===== src/rtl/pb_event_arbiter.sv =====
// Push-button release collector: sync, debounce, release detect, pending
// flags and a round-robin arbiter onto a single valid/ready event port.
module pb_event_arbiter #(
    parameter int N_PB         = 4,
    parameter int DEBOUNCE_CYC = 50000
) (
    input  logic                    clk,
    input  logic                    rst_n,
    input  logic [N_PB-1:0]         PB,
    output logic                    evt_valid,
    output logic [$clog2(N_PB)-1:0] evt_id,
    input  logic                    evt_ready,
    output logic [N_PB-1:0]         btn_state,
    output logic [N_PB-1:0]         ovr,
    input  logic                    ovr_clr
);

    localparam int IDW = $clog2(N_PB);
    localparam int CW  = $clog2(DEBOUNCE_CYC);
    localparam logic [CW-1:0] CNT_MAX = CW'(DEBOUNCE_CYC - 1);

    typedef enum logic {
        IDLE,
        OFFER
    } state_t;

    state_t          state, state_n;
    logic [N_PB-1:0] s1, s2, stable;
    logic [CW-1:0]   cnt [N_PB];
    logic [N_PB-1:0] rise, clr;
    logic [N_PB-1:0] pending, pending_n, ovr_n;
    logic [IDW-1:0]  ptr, ptr_n, id_n, pick;
    logic            found;
    int              j;

    always_ff @(posedge clk or negedge rst_n) begin
        if (!rst_n) begin
            s1     <= '1;
            s2     <= '1;
            stable <= '1;
            for (int i = 0; i < N_PB; i++) cnt[i] <= '0;
        end else begin
            s1 <= PB;
            s2 <= s1;
            for (int i = 0; i < N_PB; i++) begin
                if (s2[i] == stable[i]) begin
                    cnt[i] <= '0;
                end else if (cnt[i] == CNT_MAX) begin
                    stable[i] <= s2[i];
                    cnt[i]    <= '0;
                end else begin
                    cnt[i] <= cnt[i] + 1'b1;
                end
            end
        end
    end

    // A release is the debounced level being accepted as 0->1 on this edge.
    always_comb begin
        rise = '0;
        for (int i = 0; i < N_PB; i++)
            rise[i] = ~stable[i] & s2[i] & (cnt[i] == CNT_MAX);
    end

    // Lowest offset from ptr wins, so scan offsets from high to low.
    always_comb begin
        found = 1'b0;
        pick  = '0;
        j     = 0;
        for (int k = N_PB - 1; k >= 0; k--) begin
            j = (int'(ptr) + k) % N_PB;
            if (pending[IDW'(j)]) begin
                found = 1'b1;
                pick  = IDW'(j);
            end
        end
    end

    always_comb begin
        state_n = state;
        id_n    = evt_id;
        ptr_n   = ptr;
        clr     = '0;
        unique case (state)
            IDLE: begin
                if (found) begin
                    state_n = OFFER;
                    id_n    = pick;
                end
            end
            OFFER: begin
                if (evt_ready) begin
                    state_n     = IDLE;
                    clr[evt_id] = 1'b1;
                    ptr_n       = (evt_id == IDW'(N_PB - 1)) ? '0 : evt_id + 1'b1;
                end
            end
        endcase
    end

    // A release coinciding with its own accept re-queues instead of overrunning.
    assign pending_n = (pending & ~clr) | rise;
    assign ovr_n     = (ovr_clr ? '0 : ovr) | (rise & pending & ~clr);

    always_ff @(posedge clk or negedge rst_n) begin
        if (!rst_n) begin
            state   <= IDLE;
            evt_id  <= '0;
            ptr     <= '0;
            pending <= '0;
            ovr     <= '0;
        end else begin
            state   <= state_n;
            evt_id  <= id_n;
            ptr     <= ptr_n;
            pending <= pending_n;
            ovr     <= ovr_n;
        end
    end

    assign evt_valid = (state == OFFER);
    assign btn_state = stable;

endmodule


===== config.mk =====
export PLATFORM = sky130hd
export DESIGN_NAME = pb_event_arbiter
export DESIGN_NICKNAME = d
export VERILOG_FILES = /design/src/rtl/pb_event_arbiter.sv
export SDC_FILE = /design/constraint.sdc
export NUM_CORES = 1
export LEC_CHECK = 0
export BUFFER_PORTS_ARGS = -buffer_cell sky130_fd_sc_hd__buf_2
export CAP_MARGIN = 20
export CORE_UTILIZATION = 60
export DETAILED_ROUTE_END_ITERATION = 8
export PLACE_DENSITY = 0.75
export SLEW_MARGIN = 30
export SYNTH_ARGS = -nofsm -noshare
export SYNTH_HDL_FRONTEND = slang
export SYNTH_SLANG_ARGS = --single-unit

===== constraint.sdc =====
create_clock -name clk -period 2.25 [get_ports clk]
set_input_delay 0.225 -clock clk [delete_from_list [all_inputs] [get_ports clk]]
set_output_delay 0.225 -clock clk [all_outputs]
set_load 0.05 [all_outputs]

### Word level (Yosys, flattened, before mapping)

Cells that the tools add are included.

* reductions and logical operators: 7
* eq/ne operators: 9
* order comparisons: 6
* mux-type cells: 37
* div/mod/pow operators: 0
* bitwise operators: 23
* $mul: 0
* shifts and indexed selects: 0
* add/sub/neg operators: 8

Operators by type and width (number)
* 2-to-1 mux 16 bit: 8
* adder 16 x 1 -> 16 bit (second input constant): 4
* equality test 16 bit (second input constant): 4
* less-than comparator 2 x 4 -> 1 bit (second input constant): 4
* 2-to-1 mux 1 bit: 15
* AND 4 bit: 3
* 2-to-1 mux 4 bit: 3
* AND reduction 2 bit: 6
* 2-to-1 mux 2 bit: 5
* NOT 1 bit: 9
* AND 1 bit: 8
* binary-select mux 1 bit (select 2 bit): 4
* OR 4 bit: 2
* adder 2 x 1 -> 2 bit (second input constant): 2
* adder 2 bit (second input constant): 2
* equality test 1 bit: 4
* NOT 4 bit: 1
* less-than comparator 2 x 3 -> 1 bit (second input constant): 1
* demux 1 bit (select 2 bit): 1
* equality test 2 bit (second input constant): 1
* >= comparator 2 x 1 -> 1 bit (second input constant): 1
* case mux 1 bit (2 select lines): 1
* logical AND 1 bit: 1

* bits in latches: 0
* word-level logic and storage cells: 105
* RAM bits: 0
* memory bits (read-only): 0
* memories kept: 0
* register bits after elaboration: 89
* input port bits: 8
* output and inout bits: 11

### Depth between registers and ports, before layout

* depth in word-level cells: 10
* depth in mapped cells: 6
* depth with buffers taken out: 5

### Worst setup path after synthesis

No wires, ideal clock.

* kind: register to register
* start: register cnt[0] (netlist bit)
* end: register cnt[10] (netlist bit)
* slack: 0.426 ns
* arrival: 1.703 ns
* path buffers: 1
* period minus slack after synthesis: 1.824 ns
* stages on the path, launching flop included: 7
* required time: 2.129 ns
* setup time: 0.121 ns
* cell sequence: dfrtp_1 ha_1 nand3_1 nor4_1 a31o_2 buf_2 nor2_1

* cells in the longest elaborated chain, start to end: 3
* elaborated cells between the ends (all ways): 4
* those cells by class: 1 x add/sub; 1 x eq/ne; 2 x mux

Ends and longest elaborated chain
* start: declaration: RTL line 29 `logic [CW-1:0] cnt [N_PB];`
* start signal: indexed assignment: RTL line 52 `cnt[i] <= cnt[i] + 1'b1;`
* adder 16 x 1 -> 16 bit or equality test 16 bit (tied branches): RTL line 52, 48
* 2-to-1 mux 16 bit *: RTL line 48 `end else if (cnt[i] == CNT_MAX) begin`
* 2-to-1 mux 16 bit *: RTL line 46 `if (s2[i] == stable[i]) begin`

Every way passes the cells marked *; elsewhere a longest branch is shown, timed or not.
A chain may end at the register's enable or synchronous reset.

### Final worst setup path

* start: register cnt[0] (netlist bit)
* end: register cnt[9] (netlist bit)

Same word-level chain as after synthesis.

==> results.ini <==
[status]
status = complete, no violations

[worst_setup_path]
cp_max_fo = 15
worstPathArrival_ps = 2170
cpPeakStageDelay_ps = 400
slowest_stage = dfrtp_1
critical_path_class = flop to flop
crit_chain = ha_1 > nand3_1 > nor4_1 > buf_4 > a31o_2 > nor2_1
cp-end-kind = flop
required_ps = 2470
r2r_cells = 6
startpoint_type = flop

[synth]
syn_inst = 424
synth_async_sr_flop_share_pct = 100
syn_area_um2 = 4250
synth_nets = 444
yosysWarningCount = 0
synth.largest_area_cell = dfrtp_1
yosysTopAreaCellShare_pct = 45.4
synth_seq_cells = 89
seq_area_frac_synth_pct = 52.8
synth_flop_cell = dfrtp_1
syn_area_per_cell_um2 = 10.0
synth_cell_types = 38
synth_enable_flop_cells = 0
synthTopCellsByArea = dfrtp_1, xnor2_1, dfstp_2, nor2_1, ha_1

[timing]
post-route-min-period_ps = 1950
worst_clock_skew_ps = 6.93
clock.fmax_mhz = 514
worst_slew_pin_slew_ps = 612
max-slew-margin-rel_pct = 59.2
fin_setup_tns_ps = 0
rsz0062_at_grt = no
final-hold-violation-count = 0
final-setup-viol-count = 0
setup_slack_ps = 303
slew_viol_final = 0
period_share_pct = 86.5

[layout]
num-fill-cells = 553
area_growth_pct = 10.4
drive_above_1_share_pct = 13.5
final_nets = 473
layout_common_cells = nor2_1, dfrtp_1, xnor2_1, inv_1, nand2_1
register_area_um2 = 2240
n_antenna_cell = 0
post-route-util_pct = 68.6
multi_input_area_um2 = 1860

[die]
rows = 30
ios = 19
core_area_um2 = 6830
start_util_pct = 62.1
die_h_um = 86.1
die_w_um = 86.1
die_area_um2 = 7420

[clocking]
cts_tree = done
clk_latency_ps = 350
cts_max_level = 3
clock_sinks = 89
root_buffer = clkbuf_8
clkTransAtPathRegs_ps = 90
cts_buffers = 9
max-clock-path-buffers = 2

[global_routing]
grt_pass1_vias = 2877
grt_overflow = 0
antenna_found_initial = 0
grt_max_degree = 49
grt_pass1_wl_um = 12800
grt_usage_pct = 22.3

[pwr]
combPwrFrac_pct = 12.2
p_per_area_nw_per_um2 = 670
p_int_uw = 2270
seqPwrFrac_pct = 56.3
net-switching-power_uw = 873
switching_share_pct = 27.8
clkPwrFrac_pct = 31.4
p_leak_uw = 0.00194
vdd_drop_max_mv = 0.450
finalPower_uw = 3140

[routing]
vias = 3024
wl_per_cell_um = 13.4
dr.first_iter.drc_count = 129
ant_nets = 0
drt-pass1-iter-count = 5
totalWireLength_um = 7430
drc_errors = 0
vias_per_cell = 5.46

[place]
io_buffers = 18
routabilityCongestion = 0.843
dp_slack_ps = 339
dpl.hpwl_um = 5100

[job]
cap_violations = 0

[worst_hold_path]
hp-class = input pin to flop
hold_depth = 2

-- state kept, by name, summed over array words and instances (netlist names) --
signal,cells
btn_state,4
cnt,64
evt_id,2
evt_valid,1
ovr,4
pending,4
ptr,2
s1,4
s2,4
-- area by class of cell --
type | count | area share [%]
well taps | 96 | 2.56
clock inverters | 2 | 0.267
clock buffers | 14 | 3.47
inverters | 30 | 2.40
repair buffers | 26 | 3.79
multi-input cells | 297 | 39.7
flip-flops and latches | 89 | 47.8
-- power by group through the flow --
stage          logic, uW  registers (uW)  clock network (uW)
6_report             384            1770                 987
5_1_grt              438            1780                1080
4_1_cts              389            1770                1010
3_5_place_dp         380            1800                   0
3_3_place_gp         359            1790                   0
2_1_floorplan        190            1860                   0
-- Yosys cell counts, types with 2 or more instances --
cell and count:
nor4bb_1 6, a21oi_1 6, and2_1 2, dfstp_2 12, nand3_1 20, o21ai_0 7
nand4b_1 2, nand4_1 19, nor3_1 13, inv_1 30, ha_1 12, a21boi_0 2
nor2_1 77, dfrtp_1 77, nor4_1 18, or2_2 4, clkbuf_1 7, or3_1 2
nand2b_1 3, o22ai_1 5, xor2_1 8, nor4b_1 3, nand2_1 25, a31o_2 2
mux2_2 5, xnor2_1 45
-- cell families (layout without fill, tap and decap cells) --
kind of cell	Yosys count	in the layout	synth area share, %
flops	89	89	52.8
fa+ha+maj	12	12	3.54
compound gates	25	25	3.65
simple gates	201	201	24.1
buf+inv	38	72	3.39
mux	6	6	1.56
xor+xnor	53	53	10.9
-- final timing paths --
check	startpoint	to	slack (ps)
worst max-delay path	cnt[0]	cnt[9]	300
worst min-delay path	ovr_clr	ovr[2]	150
worst max register to register	cnt[0]	cnt[9]	300
worst min register to register	s1[0]	s2[0]	360
max in group asynchronous	rst_n	btn_state[0]	1110
min in group asynchronous	rst_n	cnt[25]	430
-- what timing repair did --
item / 4_1_cts / 5_1_grt
hold buffers: 5 / 0
hold endpoints to repair: 48 / 0
buffers inserted: 0 / 0
gates resized for setup: 0 / 0
-- worst max-delay path, delay by kind of cell (launching register included) --
kind                       cells  cell delay, ps
and+or+nand+nor                3             670
DFF                            1             400
AOI/OAI and AO/OA              1             340
adders and majority gates      1             220
buffers and inverters          1             190
-- routing by layer --
layer  GRT usage, %  share of wire, %  vias to the layer above
li1               -                 -                     1508
met1           29.8                48                     1460
met2           34.6                47                       45
met3           5.97               4.0                       11
met4           9.09               1.6                        0
met5              0                 0                        -
-- stage by stage --
step	hold slack (ps)	cells	instance area (um^2)
after CTS	133	554	4690
after global placement	267	533	4460
after detailed placement	279	533	4460
after global routing	150	554	4690
final	151	554	4690
after floorplan	-70.6	424	4250
No activity file was read; power rests on OpenSTA's default activity.
